==> config.mk <==
export PLATFORM = sky130hd
export DESIGN_NAME = dct_frame_loader
export DESIGN_NICKNAME = d
export VERILOG_FILES = /design/src/rtl/dct_pkg.sv /design/src/rtl/dct_frame_buf.sv /design/src/rtl/dct_frame_loader.sv
export SDC_FILE = /design/constraint.sdc
export NUM_CORES = 1
export LEC_CHECK = 0
export BUFFER_PORTS_ARGS = -buffer_cell sky130_fd_sc_hd__buf_2
export CAP_MARGIN = 20
export CORE_ASPECT_RATIO = 0.6
export CORE_UTILIZATION = 35
export CTS_CLUSTER_DIAMETER = 40
export DETAILED_ROUTE_END_ITERATION = 7
export HOLD_SLACK_MARGIN = 0.15
export SLEW_MARGIN = 0
export SYNTH_ARGS = -nofsm -noshare
export SYNTH_HDL_FRONTEND = slang
export SYNTH_SLANG_ARGS = --single-unit
export TNS_END_PERCENT = 100
==> constraint.sdc <==
create_clock -name clk -period 4.05 [get_ports clk]
set_input_delay 0 -clock clk [delete_from_list [all_inputs] [get_ports clk]]
set_output_delay 0 -clock clk [all_outputs]
set_load 0.005 [all_outputs]
==> src/rtl/dct_pkg.sv <==
// dct_pkg: shared widths and coefficients for the DCT frame loader and transform.
package dct_pkg;
    localparam int SAMPLE_W  = 4;
    localparam int FRAME_LEN = 4;
    localparam int IDX_W     = $clog2(FRAME_LEN);
    localparam int OUT_W     = 12;
    localparam int C1        = 1;
    localparam int C2        = 2;
    localparam int C3        = 3;
endpackage

==> src/rtl/dct_frame_buf.sv <==
// dct_frame_buf: one 4-entry sample register bank, indexed write, parallel read.
module dct_frame_buf
    import dct_pkg::*;
#(
    parameter int W = SAMPLE_W
) (
    input  logic             clk,
    input  logic             rst_n,
    input  logic             i_we,
    input  logic [IDX_W-1:0] i_idx,
    input  logic [W-1:0]     i_data,
    output logic [W-1:0]     o_q0,
    output logic [W-1:0]     o_q1,
    output logic [W-1:0]     o_q2,
    output logic [W-1:0]     o_q3
);
    logic [W-1:0] r_mem [FRAME_LEN];

    always_ff @(posedge clk) begin
        if (!rst_n) begin
            for (int i = 0; i < FRAME_LEN; i++) r_mem[i] <= '0;
        end else if (i_we) begin
            r_mem[i_idx] <= i_data;
        end
    end

    assign o_q0 = r_mem[0];
    assign o_q1 = r_mem[1];
    assign o_q2 = r_mem[2];
    assign o_q3 = r_mem[3];
endmodule

==> src/rtl/dct_frame_loader.sv <==
// dct_frame_loader: packs a serial sample stream into 4-sample frames,
// ping-pong buffered so intake continues while the DCT stage holds a frame.
module dct_frame_loader
    import dct_pkg::*;
#(
    parameter int SAMPLE_W = dct_pkg::SAMPLE_W
) (
    input  logic                clk,
    input  logic                rst_n,
    input  logic                s_valid,
    output logic                s_ready,
    input  logic [SAMPLE_W-1:0] s_data,
    input  logic                s_sof,
    output logic                m_valid,
    input  logic                m_ready,
    output logic [SAMPLE_W-1:0] x0,
    output logic [SAMPLE_W-1:0] x1,
    output logic [SAMPLE_W-1:0] x2,
    output logic [SAMPLE_W-1:0] x3,
    output logic                sof_err
);
    logic [IDX_W-1:0]    r_idx;
    logic                r_wr_sel;
    logic                r_rd_sel;
    logic [1:0]          r_full;
    logic                w_acc;
    logic                w_xfer;
    logic                w_done;
    logic [IDX_W-1:0]    w_wr_idx;
    logic [IDX_W-1:0]    w_idx_nxt;
    logic [1:0]          w_full_nxt;
    logic                w_rd_nxt;
    logic                w_we_a;
    logic                w_we_b;
    logic [SAMPLE_W-1:0] w_qa [FRAME_LEN];
    logic [SAMPLE_W-1:0] w_qb [FRAME_LEN];
    logic [SAMPLE_W-1:0] w_na [FRAME_LEN];
    logic [SAMPLE_W-1:0] w_nb [FRAME_LEN];

    assign w_acc      = s_valid && s_ready;
    assign w_xfer     = m_valid && m_ready;
    assign w_wr_idx   = s_sof ? '0 : r_idx;
    assign w_done     = w_acc && (w_wr_idx == IDX_W'(FRAME_LEN - 1));
    assign w_idx_nxt  = !w_acc ? r_idx : w_done ? '0 : w_wr_idx + 1'b1;
    assign w_full_nxt = r_full + {1'b0, w_done} - {1'b0, w_xfer};
    assign w_rd_nxt   = r_rd_sel ^ w_xfer;
    assign w_we_a     = w_acc && !r_wr_sel;
    assign w_we_b     = w_acc && r_wr_sel;

    dct_frame_buf #(.W(SAMPLE_W)) u_buf_a (
        .clk(clk), .rst_n(rst_n), .i_we(w_we_a), .i_idx(w_wr_idx), .i_data(s_data),
        .o_q0(w_qa[0]), .o_q1(w_qa[1]), .o_q2(w_qa[2]), .o_q3(w_qa[3])
    );

    dct_frame_buf #(.W(SAMPLE_W)) u_buf_b (
        .clk(clk), .rst_n(rst_n), .i_we(w_we_b), .i_idx(w_wr_idx), .i_data(s_data),
        .o_q0(w_qb[0]), .o_q1(w_qb[1]), .o_q2(w_qb[2]), .o_q3(w_qb[3])
    );

    // Post-write view of both banks so a frame completing this cycle is presented next cycle.
    always_comb begin
        for (int i = 0; i < FRAME_LEN; i++) begin
            w_na[i] = (w_we_a && w_wr_idx == IDX_W'(i)) ? s_data : w_qa[i];
            w_nb[i] = (w_we_b && w_wr_idx == IDX_W'(i)) ? s_data : w_qb[i];
        end
    end

    always_ff @(posedge clk) begin
        if (!rst_n) begin
            r_idx    <= '0;
            r_wr_sel <= 1'b0;
            r_rd_sel <= 1'b0;
            r_full   <= '0;
            s_ready  <= 1'b0;
            m_valid  <= 1'b0;
            sof_err  <= 1'b0;
            x0       <= '0;
            x1       <= '0;
            x2       <= '0;
            x3       <= '0;
        end else begin
            r_idx    <= w_idx_nxt;
            r_wr_sel <= r_wr_sel ^ w_done;
            r_rd_sel <= w_rd_nxt;
            r_full   <= w_full_nxt;
            s_ready  <= w_full_nxt < 2'd2;
            m_valid  <= w_full_nxt != 2'd0;
            sof_err  <= w_acc && s_sof && (r_idx != '0);
            x0       <= w_rd_nxt ? w_nb[0] : w_na[0];
            x1       <= w_rd_nxt ? w_nb[1] : w_na[1];
            x2       <= w_rd_nxt ? w_nb[2] : w_na[2];
            x3       <= w_rd_nxt ? w_nb[3] : w_na[3];
        end
    end
endmodule

======== Word-level counts from Yosys, hierarchy flattened ========
Memory sizes are Yosys's and may differ from the RTL's.
Cells that the tools add are included.
storage, ports and cells
  input bits .............................. 9
  memories kept ........................... 2
  bits in registers ....................... 25
  bits in writable memories ............... 32
cells by class
  equal/unequal tests ..................... 3
  add/sub/neg operators ................... 3
  reduce and logical (&&, ||, !) cells .... 21
  bitwise gates (word level) .............. 2
  magnitude comparators ................... 1
  muxes and demuxes ....................... 27
memory list
  name           depth  bits a word  rd ports  clocked after memory_dff  write ports  RTL line             text
  u_buf_a.r_mem  4      4            4         0                         4            dct_frame_buf.sv:17  logic [W-1:0] r_mem [FRAME_LEN];
  u_buf_b.r_mem  4      4            4         0                         4            dct_frame_buf.sv:17
operator list
  kind                                           count
  2-to-1 mux 4 bit                               14
  logical AND 1 bit                              15
  2-to-1 mux 1 bit                               9
  2-to-1 mux 2 bit                               4
  OR reduction 4 bit                             2
  == test 2 bit, second input constant           2
  nonzero test 2 bit                             2
  adder 2 x 1 -> 2 bit                           1
  adder 2 x 1 -> 2 bit, second input constant    1
  == test 2 x 1 -> 1 bit, second input constant  1
  logical NOT 2 bit                              1
  < comparator 2 bit, second input constant      1
  subtractor 2 x 1 -> 2 bit                      1
  bitwise XOR 1 bit                              2
  logical NOT 1 bit                              1

======== Logic depth before layout (Yosys ltp) ========
Gate-level depths: netlist of the first run.
  word-level depth ........................ 7
  depth in mapped cells ................... 8
  mapped depth without buffers ............ 8

======== Cells and area by module ========
From an unflattened synthesis of the first run, not the netlist that was laid out.
second synthesis, totals
  cells, all modules ...................... 221
  area, all modules ....................... 2653.8 um^2
modules (own cells, without submodules)
  module            area each (um^2)  cells an instance  times used  sequential area each (um^2)
  dct_frame_loader  1332.5            133                1           500.5
  dct_frame_buf     660.6             44                 2           480.5

======== Worst setup path after synthesis of the first run ========
OpenSTA, ideal clock, no wires.
  kind .................................... register -> register
  start ................................... register r_idx[1]
  end ..................................... register m_valid
  slack ................................... 2.189 ns
  clock period less this slack ............ 1.861 ns
  required time ........................... 3.935 ns
  cell stages (with the launch flop) ...... 9
  data arrival time ....................... 1.746 ns
  path through ............................ dfxtp_1 -> nor2b_1 -> ha_1 -> nand2_1 -> xor2_1 -> ha_1 -> xnor2_1 -> xnor2_1 -> o21a_1
between the ends
  cells in the longest elaborated chain, start to end .. 6
RTL lines
  what                       RTL line                text
  from (decl)                dct_frame_loader.sv:22  logic [IDX_W-1:0] r_idx;
  from (signal assigned)     dct_frame_loader.sv:82  r_idx <= w_idx_nxt;
  2-to-1 mux 2 bit           dct_frame_loader.sv:42  assign w_wr_idx = s_sof ? '0 : r_idx;
  == test 2 bit              dct_frame_loader.sv:43  assign w_done = w_acc && (w_wr_idx == IDX_W'(FRAME_LEN - 1));
  logical AND 1 bit          dct_frame_loader.sv:43
  adder 2 x 1 -> 2 bit       dct_frame_loader.sv:45  assign w_full_nxt = r_full + {1'b0, w_done} - {1'b0, w_xfer};
  subtractor 2 x 1 -> 2 bit  dct_frame_loader.sv:45
  nonzero test 2 bit         dct_frame_loader.sv:87  m_valid <= w_full_nxt != 2'd0;
  to (signal assigned)       dct_frame_loader.sv:75  m_valid <= 1'b0;
  to (signal assigned)       dct_frame_loader.sv:87
  to (decl)                  dct_frame_loader.sv:14  output logic m_valid,
No other way between the ends.
A chain may end at the register's enable or synchronous reset.

======== Final worst setup path of the first run ========
Ends and elaborated chain as after synthesis.

==> out/metrics.yaml, run 1 <==
final_layout_size_suffix_gt1_share_pct: 18.6
grt_pass1_wl_um: 9250
areaGrowthSynthToFinish_pct: 22.8
whs_path_depth: 5
multiInputGateArea_um2: 955
cts_buffer_depth: 2
synth_top_family_by_area: "simple AND/OR/NAND/NOR gates"
synth_area_um2: 2530
post_drt_wl_per_cell_um: 17.0
violations: "design-rule violations"
pre_cts_ws_ps: 1990
layout_common_cells: "edfxtp_1, mux2i_1, nor2_1"
hpwl_um: 4070
crit_cells: 8
comb_power_share_pct: 5.6
row_count: 23
synth_xor_area_share_pct: 1.39
clk_latency_ps: 330
peakVddDrop_uv: 184
clkSinkCount: 57
cts_tree: "built"
r2r-end: "m_valid"
numCtsBuffers: 9
grt.overflow.total: 0
core-area_um2: 6820
period_minus_slack_ps: 2060
vias: 1781
antenna_found_initial: 0
synth.distinct_cells: 36
postLayoutCoreUtil_pct: 45.5
clkPwrFrac_pct: 51.2
io_pins: 28
path_max_fanout: 5
wl_um: 5960
cp_top_family: "adder cells"
rsz0062_at_grt: "no"
synthAdderAreaFrac_pct: 2.47
fmax_mhz: 486
setup_violations: 0
end_kind: "register"
outcome: "finished, violations left"
seq_area_um2: 1460
pwr_density_cell_nw_per_um2: 478
p_switching_uw: 319
fin_nets: 273
synth_simple_gate_area_share_pct: 14.6
fillCellCount: 622
finalInstanceArea_um2: 3100
syn_nets: 239
swShare_pct: 21.5
drt.antenna.violating_nets: 0
ys_seq_area_share_pct: 57.8
cts_setup_buffers: 0
drv_cap: 0
diodes: 0
grt_pass1_vias: 1672
crit_chain: "nor2b_1 > ha_1 > nand2_1 > xor2_1 > ha_1 > xnor2_1 > xnor2_1 > o21a_1"
fin_crit_sh_pct: 50.8
tightestPinTransition_ps: 841
regToRegSetupSlack_ps: 1990
cpPeakStageDelay_ps: 370
cp.required_ps: 4280
critical_path.startpoint_type: "register"
first_pass_iters: 6
clkSlewWorstSetupHoldPaths_ps: 50
critPathKind: "register to register"
root_buffer: "clkbuf_16"
synth_compound_area_share_pct: 7.42
synth_seq_cells: 57
critPathArrivalTime_ps: 2280
initial_core_util_pct: 37.1
gp_congestion: 0.820
placed_area_um2: 2710
internal_power_mw: 1.16
h-tree-depth: 3
drv_slew: 0
die_height_um: 67.8
critPathBufInv: 0
yosysWarnings: 0
max_slew_margin_pct: 43.9
final_common_cell: "edfxtp_1"
via_per_inst: 5.07
synth_cells: 225
drtIter0Drc: 153
p_seq_share_pct: 43.1
die_x_um: 112
grt_start_max_net_pins: 23
muxShareOfSynthArea_pct: 11.9
setup_ws_ps: 1990
finalSetupTns_ps: 0
grt.total_usage_pct: 17.5
drc: 5
rr_startpoint: "r_idx[1]"
avgSynthCellArea_um2: 11.2
worstHoldPathType: "primary input to register"
hold_viol_final: 0
whs_endpoint: "s_ready"
cpMaxStageDelayCell: "dfxtp_1"
die-area_um2: 7580
stdcell_count: 351
dp.cells: 326
skew_ps: 7.81
reg2reg_depth: 8
leakage_nw: 1.48
worstHoldStart: "m_ready"
io_buffers: 27
cells by family after synthesis:
kind of cell    after synthesis
buf+inv                      25
fa+ha+maj                     5
mux                          30
compound gates               31
flops                        57
simple gates                 73
xor+xnor                      4
registers in the layout (all words and copies together), names as in the netlist:
name and flops:
m_valid 1, r_full 2, r_idx 2, r_rd_sel 1, r_wr_sel 1, s_ready 1
sof_err 1, u_buf_a.r_mem 16, u_buf_b.r_mem 16, x0 4, x1 4, x2 4
x3 4
synthesized netlist by cell type:
| cell | n | area (um2) |
|---|---|---|
| nand4_1 | 4 | 25.0 |
| nand3b_1 | 1 | 7.51 |
| o21ai_0 | 6 | 30.0 |
| o22ai_1 | 15 | 93.8 |
| and2b_1 | 1 | 7.51 |
| nand3_1 | 1 | 5.00 |
| o21ai_1 | 2 | 10.0 |
| nand2_2 | 2 | 12.5 |
| a211oi_1 | 1 | 7.51 |
| o21a_1 | 1 | 7.51 |
| buf_2 | 6 | 30.0 |
| dfxtp_1 | 25 | 500 |
| nand4b_1 | 1 | 8.76 |
| a21oi_2 | 1 | 8.76 |
| and3_1 | 1 | 6.26 |
| nor3_1 | 3 | 15.0 |
| nand2_1 | 15 | 56.3 |
| nor4b_1 | 1 | 8.76 |
| a41o_1 | 1 | 10.0 |
| ha_1 | 5 | 62.6 |
| a21oi_1 | 4 | 20.0 |
| edfxtp_1 | 32 | 961 |
| mux2i_1 | 30 | 300 |
| nand2_4 | 3 | 33.8 |
| xor2_1 | 1 | 8.76 |
| and3b_1 | 1 | 8.76 |
| buf_4 | 1 | 7.51 |
| and4_1 | 1 | 8.76 |
| inv_1 | 12 | 45.0 |
| nor2b_1 | 2 | 12.5 |
| xnor2_1 | 3 | 26.3 |
| buf_6 | 1 | 11.3 |
| clkbuf_1 | 5 | 18.8 |
| nor2_1 | 29 | 109 |
| and2_1 | 3 | 18.8 |
| nand2b_1 | 4 | 25.0 |
worst min-delay path, stage by stage:
cell	delay (ps)
buf_2	110
nand2_2	120
a21oi_1	70
xnor2_1	150
nor2_1	80
per-stage QoR:
| step | hold slack [ps] | total power, mW |
|---|---|---|
| final | 224 | 1.48 |
| after global routing | 277 | 1.53 |
| after CTS | 220 | 1.50 |
| after detailed placement | 273 | 0.728 |
| after global placement | 274 | 0.728 |
| after floorplan | 118 | 0.702 |
power by group through the flow:
| stage | registers, mW | clock network, mW | logic, mW |
|---|---|---|---|
| CTS | 0.640 | 0.775 | 0.0837 |
| detailed placement | 0.652 | 0 | 0.0767 |
| finish | 0.640 | 0.760 | 0.0838 |
| global placement | 0.651 | 0 | 0.0765 |
| floorplan | 0.651 | 0 | 0.0508 |
| global route | 0.641 | 0.796 | 0.0925 |
worst max path at each step:
stage / startpoint / endpoint / slack, ps
floorplan: r_idx[1] / m_valid / 2190
global placement: r_idx[1] / m_valid / 2100
detailed placement: r_idx[1] / r_full[1] / 1990
CTS: r_idx[1] / r_full[1] / 1980
global route: r_idx[1] / r_full[1] / 1810
finish: r_idx[1] / m_valid / 1990
layout make-up:
class                   count  share of cell area (%)
clock buffers              13                    9.39
repair buffers             36                    7.26
flip-flops and latches     57                    47.1
inverters                  12                    1.45
clock inverters             3                   0.564
multi-input cells         143                    30.8
well taps                  87                    3.51
metal layers:
metal,share of wire [%],global-route usage (%)
met1,50,23.8
met3,9.2,6.82
met4,1.8,8.78
met5,0,0
met2,39,24.1
repair_timing:
| action | in CTS | in global routing |
|---|---|---|
| endpoints found under the setup margin | 0 | 0 |
| hold endpoints to repair | 17 | 0 |
| hold buffers | 9 | 0 |
| resized for setup | 0 | 0 |
Power figures use the tool's default switching activity.
==> run 2, diff against run 1 <==
- ABC_AREA: unset -> 1
- clock period: 4.05 -> 2 ns (I/O delays scaled with it)
==> run 2 against run 1 <==
  * The flow now finishes without violations
  * Global-route usage fell by 0.055 points
  * Combinational power rose to 3.7 times the previous value
  * Register-to-register slack got worse by 1800 ps
  * Sequential power rose by 110%
  * Worst hold slack improved by 67 ps
  * Sequential share of layout area shrank 3.7 points
  * Largest cell class unchanged
  * Largest power group is now sequential cells
==> out/metrics.yaml, run 2 <==
crit_chain: "dlygate4sd3_1 > buf_2 > nor2_4 > buf_4 > inv_1 > nor2_1 > inv_2 > o21ai_0"
areaGrowthSynthToFinish_pct: 21.3
drtIter0Drc: 208  # +36%
period_minus_slack_ps: 1830
layout_common_cells: "nand2_1, nand3_1, inv_1"
avgSynthCellArea_um2: 8.24  # -27%
grt.overflow.total: 0  # unchanged
multiInputGateArea_um2: 1050  # +9.6%
numCtsBuffers: 9  # unchanged
antenna_found_initial: 0  # unchanged
cts_buffer_depth: 2  # unchanged
core-area_um2: 7480  # +9.6%
synth_area_um2: 2780  # +9.8%
cp_top_family: "buffers and inverters"
leakage_nw: 1.60  # +8.5%
fin_crit_sh_pct: 91.7
cpMaxStageDelayCell: "dlygate4sd3_1"
diodes: 0  # unchanged
final_common_cell: "nand2_1"
synth_compound_area_share_pct: 2.21  # -5.2 points
fin_nets: 391  # +43%
drc: 0  # -5
skew_ps: 4.81  # -3.00 ps
yosysMostFrequentCell: "nand2_1"
cp.required_ps: 1950  # -2330 ps
hpwl_um: 4430  # +8.9%
row_count: 24  # +4.3%
drt.antenna.violating_nets: 0  # unchanged
die_height_um: 71.0  # +4.6%
critPathArrivalTime_ps: 1780  # -500 ps
cpPeakStageDelay_ps: 530  # +160 ps
gp_congestion: 0.792  # -3.4%
yosysWarnings: 0  # unchanged
h-tree-depth: 3  # unchanged
async_flop_share_pct: 0  # unchanged
peakVddDrop_uv: 405  # +120%
synth_flop_cell: "edfxtp_1"
grt_pass1_wl_um: 10500  # +14%
die_x_um: 117  # +4.7%
seq_area_um2: 1460  # unchanged
holdWs_ps: 291  # +66.9 ps
setup_violations: 0  # unchanged
final_layout_size_suffix_gt1_share_pct: 17.3  # -1.3 points
fmax_mhz: 546
drv_cap: 0  # unchanged
critPathKind: "primary input to register"
pwr_density_cell_nw_per_um2: 887  # +86%
grt_start_max_net_pins: 19  # -17%
root_buffer: "clkbuf_16"
initial_core_util_pct: 37.1  # +0.056 points
yosys-top-cells-area: "edfxtp_1, dfxtp_1, nand2_1"
vias: 2267  # +27%
die-area_um2: 8300  # +9.6%
synthAdderAreaFrac_pct: 2.25  # -0.22 points
io_pins: 28  # unchanged
end_kind: "register"
drv_slew: 0  # unchanged
via_per_inst: 4.66  # -8.1%
worstHoldPathType: "primary input to register"
synth_top_cell_area_share_pct: 34.6  # -3.4 points
synth_seq_cells: 57  # unchanged
io_buffers: 27  # unchanged
fillCellCount: 728  # +17%
clkSlewWorstSetupHoldPaths_ps: 50  # about the same
finalSetupTns_ps: 0  # unchanged
path_max_fanout: 10  # +5
max_slew_margin_pct: 56.4  # +12 points
wl_um: 6310  # +5.9%
clkSinkCount: 57  # unchanged
synth_cells: 337  # +50%
clk_latency_ps: 320  # about the same
tightestPinTransition_ps: 653  # -188 ps
cts_tree: "built"
synth_simple_gate_area_share_pct: 33.0  # +18 points
synth_common_cells: "nand2_1, nand3_1, inv_1, edfxtp_1, nor2_1"
synth-edff-count: 32  # unchanged
critPathBufInv: 5  # +5
outcome: "finished clean"
hold_viol_final: 0  # unchanged
yosysTopAreaCell: "edfxtp_1"
synth.distinct_cells: 22  # -39%
synth_xor_area_share_pct: 0  # -1.4 points
grt.total_usage_pct: 17.4  # -0.055 points
synth_top_family_by_area: "simple AND/OR/NAND/NOR gates"
first_pass_iters: 5  # -1
critical_path.startpoint_type: "primary input"
muxShareOfSynthArea_pct: 0  # -12 points
post_drt_wl_per_cell_um: 13.0  # -24%
grt_pass1_vias: 2128  # +27%
syn_nets: 351  # +47%
ys_seq_area_share_pct: 52.6  # -5.2 points
reg_top3: "u_buf_a.r_mem (16), u_buf_b.r_mem (16)"
[run 2: layer usage]
layer / vias to the layer above / GRT usage (%) / routed length [um] / share of wire (%)
met5: - / 0 / 0 / 0
met3: 6 / 5.83 / 460 / 7.3
met4: 0 / 7.74 / 64 / 1.0
met1: 1019 / 24.4 / 3110 / 49
met2: 80 / 24.3 / 2680 / 42
li1: 1162 / - / - / -
[run 2: cell type report]
type	count	share of cell area, %
sequential	57	43.4
multi-input combinational	213	31.1
timing repair buffer	43	7.95
clock buffer	15	7.66
inverter	53	5.91
tap	104	3.86
clock inverter	1	0.149
[run 2: timing repair]
item	CTS	global route
hold buffers	5	0
resized for setup	0	2
endpoints found under the setup margin	0	7
endpoints found under the hold margin	7	0
buffers inserted	0	1
[run 2: metrics by stage]
step	power (mW)	worst slack (ps)	instances	area, um2	utilization [%]
CTS	3.01	87.7	485	3350	44.9
finish	2.99	167	486	3370	45.0
floorplan	1.55	134	337	2780	-
detailed placement	1.66	150	464	3040	40.7
global placement	1.66	240	464	3040	40.7
global route	3.13	-2.92	486	3370	45.0
[run 2: report_power, final]
part / internal, mW / total, mW / switching [mW]
registers: 1.31 / 1.34 / 0.0238
logic: 0.107 / 0.312 / 0.206
clock network: 0.868 / 1.34 / 0.470
[run 2: tightest hold or removal path, cell delays in order]
cell and delay, ps:
buf_2 80, inv_1 240, nor2_1 170
[run 2: worst paths after layout]
path	startpoint	to	slack (ps)	cells after the start
min reg2reg	r_idx[0]	sof_err	530	2
max reg2reg	r_idx[1]	m_valid	170	14
min	s_data[3]	u_buf_b.r_mem[0][3]	290	3
max	s_sof	u_buf_a.r_mem[1][2]	170	8
[run 2: logic make-up (layout without fill, tap and decap cells)]
logic type               after synthesis  after routing
AND/OR/NAND/NOR                      197            197
flip-flops                            57             57
adder cells (fa/ha/maj)                5              5
buffers and inverters                 67            112
AO/OA/AOI/OAI                         11             11
==> run 3, diff against run 2 <==
- CORE_MARGIN: unset -> 4
==> run 3 against run 2 <==
  * Critical path depth increased by 6
  * Wire length decreased by 1.4%
  * Register-to-register slack improved by 40 ps
  * Largest cell class unchanged
  * Utilization increased by 0.65 points
  * Clock power increased by 16%
  * Design area increased by 1.4%
  * Total power increased by 7.1%
  * First-iteration DRC count decreased by 9.1%
  * Via count decreased by 1.8%
  * Highest routed layer unchanged
  * Non-clock buffer count increased by 1
  * Maximum frequency increased by 2.2%
==> out/metrics.yaml, run 3 (synthesized netlist as in run 2, its figures left out) <==
gp_congestion: 0.798  # +0.81%
cts_tree: "built"
grt_pass1_wl_um: 10100  # -3.4%
critical_path.startpoint_type: "register"
reg_top3: "u_buf_a.r_mem (16), u_buf_b.r_mem (16)"
fin_crit_sh_pct: 89.7  # -2.0 points
comb_power_share_pct: 9.8  # -0.7 points
final_layout_size_suffix_gt1_share_pct: 17.8  # +0.48 points
hpwl_um: 4420  # -0.18%
wl_um: 6220  # -1.4%
clkSlewWorstSetupHoldPaths_ps: 50  # about the same
clkSinkCount: 57  # unchanged
stdcell_count: 487  # +0.21%
first_pass_iters: 4  # -1
swShare_pct: 22.4  # -1.0 points
placed_area_um2: 3060  # +0.49%
drt.antenna.violating_nets: 0  # unchanged
setup_ws_ps: 206  # +39.1 ps
skew_ps: 6.96  # +2.15 ps
total_power_mw: 3.20  # +7.1%
grt_pass1_vias: 2022  # -5.0%
cp_common_cell: "nand2_1"
h-tree-depth: 3  # unchanged
drv_slew: 0  # unchanged
initial_core_util_pct: 37.1  # unchanged
die-area_um2: 9470  # +14%
cpPeakStageDelay_ps: 350  # -180 ps
peakVddDrop_uv: 396  # -2.1%
finalInstanceArea_um2: 3420  # +1.4%
layout_common_cells: "nand2_1, nand3_1, inv_1"
areaGrowthSynthToFinish_pct: 23.0
grt.overflow.total: 0  # unchanged
rsz0062_at_grt: "no"
finalSetupTns_ps: 0  # unchanged
numCtsBuffers: 9  # unchanged
crit_chain: "inv_1 > nor2_1 > ha_1 > nand3_1 > nand2_1 > nand2_1 > ha_1 > inv_1 > nand2_1 > nand2_1 > nand3_1 > nand2_1 > nand2_1 > nand2_1"
internal_power_mw: 2.48  # +8.5%
leakage_nw: 1.63  # +2.0%
cpMaxStageDelayCell: "dfxtp_1"
critPathArrivalTime_ps: 2070  # +290 ps
clkPwrFrac_pct: 48.5  # +3.7 points
clk_latency_ps: 330  # about the same
dp.cells: 466  # +0.43%
core-area_um2: 7480  # unchanged
pwr_density_cell_nw_per_um2: 937  # +5.6%
io_buffers: 27  # unchanged
diodes: 0  # unchanged
die_x_um: 123  # +5.1%
drtIter0Drc: 189  # -9.1%
postLayoutCoreUtil_pct: 45.7  # +0.65 points
holdWs_ps: 293  # +2.23 ps
io_pins: 28  # unchanged
fin_nets: 392  # +0.26%
grt_start_max_net_pins: 19  # unchanged
end_kind: "register"
antenna_found_initial: 0  # unchanged
grt.total_usage_pct: 14.2  # -3.3 points
path_max_fanout: 5  # -5
fmax_mhz: 557  # +2.2%
hold_viol_final: 0  # unchanged
tightestPinTransition_ps: 637  # -16.3 ps
vias: 2227  # -1.8%
die_height_um: 77.0  # +8.5%
drv_cap: 0  # unchanged
row_count: 24  # unchanged
p_switching_uw: 717  # +2.5%
max_slew_margin_pct: 57.5  # +1.1 points
critPathKind: "register to register"
setup_violations: 0  # unchanged
outcome: "finished clean"
drc: 0  # unchanged
post_drt_wl_per_cell_um: 12.8  # -1.6%
cts_buffer_depth: 2  # unchanged
pre_cts_ws_ps: 220  # +69.8 ps
period_minus_slack_ps: 1790  # -39.1 ps
final_common_cell: "nand2_1"
worstHoldPathType: "primary input to register"
root_buffer: "clkbuf_16"
via_per_inst: 4.57  # -2.0%
cp.required_ps: 2270  # +320 ps
p_seq_share_pct: 41.7  # -3.1 points
run 3: cell types whose count changed in the layout (fill, tap and decap cells not counted):
cell       before  now
ha_2            1    0
nor2_1         28   29
buf_4          11   12
nor2_2          2    1
clkbuf_8        1    3
ha_1            4    5
clkbuf_1        5    2
bufinv_16       0    1
run 3: layout make-up:
cell class              count  area, um2
clock buffers              14        274
clock inverters             2       35.0
fillers                   734       4060
inverters                  53        199
multi-input cells         213       1040
flip-flops and latches     57       1460
well taps                 104        130
repair buffers             44        275
run 3: final timing paths:
| kind | startpoint | to | slack (ps) | cells after the start |
|---|---|---|---|---|
| hold / removal | s_data[3] | u_buf_a.r_mem[3][3] | 290 | 3 |
| setup / recovery | r_idx[1] | m_valid | 210 | 14 |
| setup reg to reg | r_idx[1] | m_valid | 210 | 14 |
| hold reg to reg | r_idx[1] | r_idx[1] | 530 | 2 |
run 3: power groups by stage:
stage | clock network (mW) | registers, mW | logic [mW]
floorplan | 0 | 1.36 | 0.185
global placement | 0 | 1.36 | 0.307
detailed placement | 0 | 1.36 | 0.309
CTS | 1.58 | 1.34 | 0.316
global route | 1.62 | 1.34 | 0.356
finish | 1.55 | 1.33 | 0.314
run 3: worst max-delay path: cells and delay by family (launching register included):
| kind | cells | cell delay (ps) |
|---|---|---|
| flip-flops | 1 | 350 |
| AND/OR/NAND/NOR | 10 | 760 |
| buffers and inverters | 2 | 160 |
| adder cells (fa/ha/maj) | 2 | 460 |
run 3: layer usage:
metal | part of all wire, % | GRT usage, % | vias to the layer above
li1 | - | - | 1164
met1 | 51 | 20.5 | 991
met2 | 39 | 19.6 | 61
met3 | 8.4 | 4.93 | 11
met4 | 1.4 | 4.64 | 0
met5 | 0 | 0 | -
run 3: repair_timing:
item	4_1_cts	5_1_grt
endpoints found under the hold margin	8	0
resized for setup	0	0
hold buffers	5	0
buffers inserted	0	0
